$ cat config.mk
export PLATFORM = sky130hd
export DESIGN_NAME = serialtopar
export DESIGN_NICKNAME = d
export VERILOG_FILES = /design/src/rtl/serialtopar.sv
export SDC_FILE = /design/constraint.sdc
export NUM_CORES = 1
export LEC_CHECK = 0
export CAP_MARGIN = 20
export CORE_MARGIN = 8
export CORE_UTILIZATION = 54
export CTS_BUF_LIST = sky130_fd_sc_hd__clkbuf_4
export CTS_CLUSTER_SIZE = 25
export DETAILED_ROUTE_END_ITERATION = 8
export GPL_TIMING_DRIVEN = 0
export PLACE_DENSITY = 0.89
export SLEW_MARGIN = 20
export SYNTH_ARGS = -nofsm -noshare
export SYNTH_HDL_FRONTEND = slang
export SYNTH_SLANG_ARGS = --single-unit
$ cat constraint.sdc
create_clock -name clk_8f -period 2.5 [get_ports clk_8f]
set_input_delay 0.5 -clock clk_8f [delete_from_list [all_inputs] [get_ports clk_8f]]
set_output_delay 0.5 -clock clk_8f [all_outputs]
set_load 0.005 [all_outputs]
$ cat src/rtl/serialtopar.sv
// serialtopar: serial-to-parallel lane receiver.
// Hunts for the idle comma to find byte alignment. It locks after BC_LOCK
// consecutive aligned commas, then strobes one byte every 8 bit-clock edges.
// Optional feature macro: SERIALTOPAR_BYTECNT_EN adds a saturating 16-bit
// count of valid payload bytes on the byte_count output.
module serialtopar #(
  parameter logic [7:0]  COMMA   = 8'hBC,
  parameter int unsigned BC_LOCK = 4
) (
  input  logic        clk_8f,
  input  logic        reset,
  input  logic        data_in,
  output logic [7:0]  data_out,
  output logic        valid_out,
  output logic        byte_stb,
  output logic        active
`ifdef SERIALTOPAR_BYTECNT_EN
  ,
  output logic [15:0] byte_count
`endif
);

  typedef enum logic [1:0] {HUNT, ALIGN, LOCKED} state_t;

  localparam logic [3:0] LOCK_N = 4'(BC_LOCK);

  state_t      state, state_nxt;
  // Only the 7 most recent bits are needed: together with data_in they form
  // the byte that completes on the current edge.
  logic [6:0]  shift_q;
  logic [2:0]  cnt, cnt_nxt;
  logic [3:0]  bc_cnt, bc_cnt_nxt;
  logic [7:0]  nxt;
  logic        boundary;
  logic        load;

  assign nxt      = {shift_q, data_in};
  assign boundary = (cnt == 3'd7);

  // Next-state logic: comma hunt, aligned comma counting, and byte loading.
  always_comb begin
    state_nxt  = state;
    cnt_nxt    = cnt;
    bc_cnt_nxt = bc_cnt;
    load       = 1'b0;
    unique case (state)
      HUNT: begin
        cnt_nxt = 3'd0;
        if (nxt == COMMA) begin
          bc_cnt_nxt = 4'd1;
          state_nxt  = (LOCK_N == 4'd1) ? LOCKED : ALIGN;
        end
      end
      ALIGN: begin
        cnt_nxt = cnt + 3'd1;
        if (boundary) begin
          if (nxt == COMMA) begin
            if ((bc_cnt + 4'd1) >= LOCK_N) begin
              bc_cnt_nxt = LOCK_N;
              state_nxt  = LOCKED;
            end else begin
              bc_cnt_nxt = bc_cnt + 4'd1;
            end
          end else begin
            // Comma was not on a real byte boundary: discard alignment.
            bc_cnt_nxt = 4'd0;
            cnt_nxt    = 3'd0;
            state_nxt  = HUNT;
          end
        end
      end
      LOCKED: begin
        cnt_nxt = cnt + 3'd1;
        load    = boundary;
      end
      default: begin
        state_nxt  = HUNT;
        cnt_nxt    = 3'd0;
        bc_cnt_nxt = 4'd0;
      end
    endcase
  end

  // State, shift register and counters; active follows the state being entered.
  always_ff @(posedge clk_8f or posedge reset) begin
    if (reset) begin
      state   <= HUNT;
      shift_q <= '0;
      cnt     <= '0;
      bc_cnt  <= '0;
      active  <= 1'b0;
    end else begin
      state   <= state_nxt;
      shift_q <= nxt[6:0];
      cnt     <= cnt_nxt;
      bc_cnt  <= bc_cnt_nxt;
      active  <= (state_nxt == LOCKED);
    end
  end

  // Byte outputs: load on each locked boundary, hold otherwise; strobe one cycle.
  always_ff @(posedge clk_8f or posedge reset) begin
    if (reset) begin
      data_out  <= 8'h00;
      valid_out <= 1'b0;
      byte_stb  <= 1'b0;
    end else begin
      byte_stb <= load;
      if (load) begin
        data_out  <= nxt;
        valid_out <= (nxt != COMMA);
      end
    end
  end

`ifdef SERIALTOPAR_BYTECNT_EN
  // Saturating count of valid payload bytes since reset.
  always_ff @(posedge clk_8f or posedge reset) begin
    if (reset) begin
      byte_count <= 16'h0000;
    end else if (load && (nxt != COMMA) && (byte_count != 16'hFFFF)) begin
      byte_count <= byte_count + 16'd1;
    end
  end
`endif

endmodule

==> impl_metrics.yaml <==
flow_run:
  maxCapViolCount: 0
synthesis:
  synth_top_area_share_pct: 57.7
  synth_edf_count: 0
  synthArstFlopShare_pct: 100
  ys_warn_count: 0
  ys_top_cells_by_area: "dfrtp_1 58%, ha_1 8.5%, mux2_2 7.7%"
  seq_area_frac_synth_pct: 57.7
  synth_area_um2: 1170
  syn_nets: 97
  yosysMostFrequentCell: "dfrtp_1"
  netlist-cell-type-count: 33
  synth.avg_cell_area_um2: 13.6
  yosys.area.top_type: "dfrtp_1"
  synth.top_cells.by_count: "27 x dfrtp_1, 8 x ha_1, 8 x mux2_2, 6 x inv_1, 3 x nand2_1"
  synth_cells: 86
  synth_ff_type: "dfrtp_1"
  ys_seq_elements: 27
placement:
  globalplace.congestion: 0.781
  dpl.hpwl_um: 1540
  port_buffers: 13
clock_tree:
  clock_sink_count: 27
  cts_hold_buffers: 0
  cts_made_buffers: 3
  cts_tree: "yes"
  clock_path_buffers: 2
  cts-htree-levels: 1
  cts_resized: 0
  clk_pin_slew_ns: 0.14
  clk_latency_ns: 0.33
  root_buffer: "clkbuf_4"
  postCtsSetupRepairBufs: 0
power_and_ir_drop:
  vdd_ir_drop_max_v: 0.000422
  totalPowerFinal_uw: 721
  p_per_area_nw_per_um2: 529
  power.leakage_nw: 0.667
drt:
  avgRoutedWirePerCell_um: 15.7
  num_vias: 714
  drtPass1Iterations: 3
  via_per_inst: 5.45
  detail_route.iter0.violations: 16
  wl_um: 2050
  ant_nets: 0
  drc: 0
worst_setup_path:
  cp.required_ns: 2.73
  startpoint_type: "primary input"
  endpoint_kind: "flip-flop"
  critPathMaxFanout: 4
  regToRegStartpoint: "cnt[0]$_DFF_PP0_"
  critPathKind: "in -> reg"
  startpoint: "data_in"
  cp.arrival_ns: 2.15
finish:
  seqCellArea_um2: 676
  diodes: 0
  fillers: 161
  finalNetCount: 115
  multi_input_area_um2: 469
  areaGrowthSynthToFinish_pct: 16.5
  drive_gt1_share_pct: 19.4
  final_util_pct: 64.1
die:
  fp.dieH_um: 62.6
  dieArea_um2: 3920
  pin_count: 14
  rows: 17
  core_um2: 2130
  initial_core_util_pct: 55.1
  die_w_um: 62.6
sta:
  max_freq_ghz: 0.520
  maxSlewHeadroom_pct: 38.9
  fin_skew_ns: 0.0138
  worst_hold_slack_ns: 0.447
  period_share_pct: 76.9
  tightest_slew_ns: 0.910
  setup_viol: 0
  period_needed_ns: 1.92
  finalMaxSlewViolations: 0
  timing.setup.tns_ns: 0
  hold_viol_final: 0
  grt_setup_unrepaired: "no"
global_route:
  grt_max_degree: 28
  grt_pass1_wl_um: 3670
  grt_use_total_pct: 11.3
  grt_pass1_vias: 805
  overflow: 0
  antenna_found_initial: 0
min_path:
  min-delay-start: "shift_q[2]$_DFF_PP0_"
  hold_path_class: "reg -> reg"
status:
  status: "completed"
[critical path: stages]
cell and delay, ns:
clkdlybuf4s50_1 0.48, or4b_4 0.58, nor2_4 0.16, o21ai_2 0.10
mux2_1 0.34
[path summary, 6_finish.rpt]
path                                      endpoint  slack, ns  depth (start not counted)
min reg2reg                   shift_q[3]$_DFF_PP0_       0.45                          0
max                          bc_cnt[0]$_DFFE_PP0P_       0.58                          5
max reg2reg                data_out[5]$_DFFE_PP0P_       0.66                          5
min in group asynchronous       state[1]$_DFF_PP0_       0.54                          2
min                           shift_q[3]$_DFF_PP0_       0.45                          0
max in group asynchronous  data_out[3]$_DFFE_PP0P_       1.53                          2
[metal layers]
layer,part of all wire (%),up-vias,track usage (%),routed length [µm]
li1,-,349,-,-
met1,43,350,12.6,876
met2,50,11,19.3,1030
met3,5.0,4,3.41,103
met4,2.0,0,5.13,41
met5,0,-,0,0
[registers in the layout, indices dropped and copies added (netlist names)]
signal	count
shift_q	7
cnt	3
active	1
byte_stb	1
state	2
data_out	8
bc_cnt	4
valid_out	1
[power breakdown]
part           switching, mW  leakage, nW  internal, mW  total (mW)
logic                 0.0374        0.300        0.0261      0.0634
registers             0.0196        0.349         0.454       0.473
clock network          0.124       0.0177        0.0600       0.184
[layout make-up]
| type | instances | share of cell area (%) |
|---|---|---|
| multi-input cells | 52 | 34.4 |
| repair buffers | 13 | 9.54 |
| clock inverters | 1 | 0.367 |
| well taps | 28 | 2.57 |
| plain buffers | 1 | 0.275 |
| flip-flops and latches | 27 | 49.5 |
| clock buffers | 3 | 1.65 |
| inverters | 6 | 1.65 |
[cells by family after synthesis]
family | after synthesis | synth area share (%)
mux | 10 | 9.62
buf+inv | 7 | 2.24
compound gates | 15 | 10.0
simple gates | 19 | 11.9
flops | 27 | 57.7
fa+ha+maj | 8 | 8.55
[through the flow]
step / area (µm²) / instances / setup WS [ns]
global placement: 1340 / 127 / 0.267
CTS: 1360 / 131 / 0.570
finish: 1360 / 131 / 0.578
floorplan: 1170 / 86 / 0.813
detailed placement: 1340 / 127 / 0.209
global route: 1360 / 131 / 0.457
[layout by cell type (no fill, tap or decap), types with 2 or more instances in the layout]
cell             instances
o31ai_1                  2
o21ai_0                  2
inv_1                    5
mux2_1                   2
a21oi_1                  2
clkdlybuf4s50_1         13
mux2_2                   8
and3b_1                  2
nand4_1                  2
ha_1                     8
nand2_1                  3
dfrtp_1                 27
clkbuf_4                 3
(Power assumes the default switching activity.)
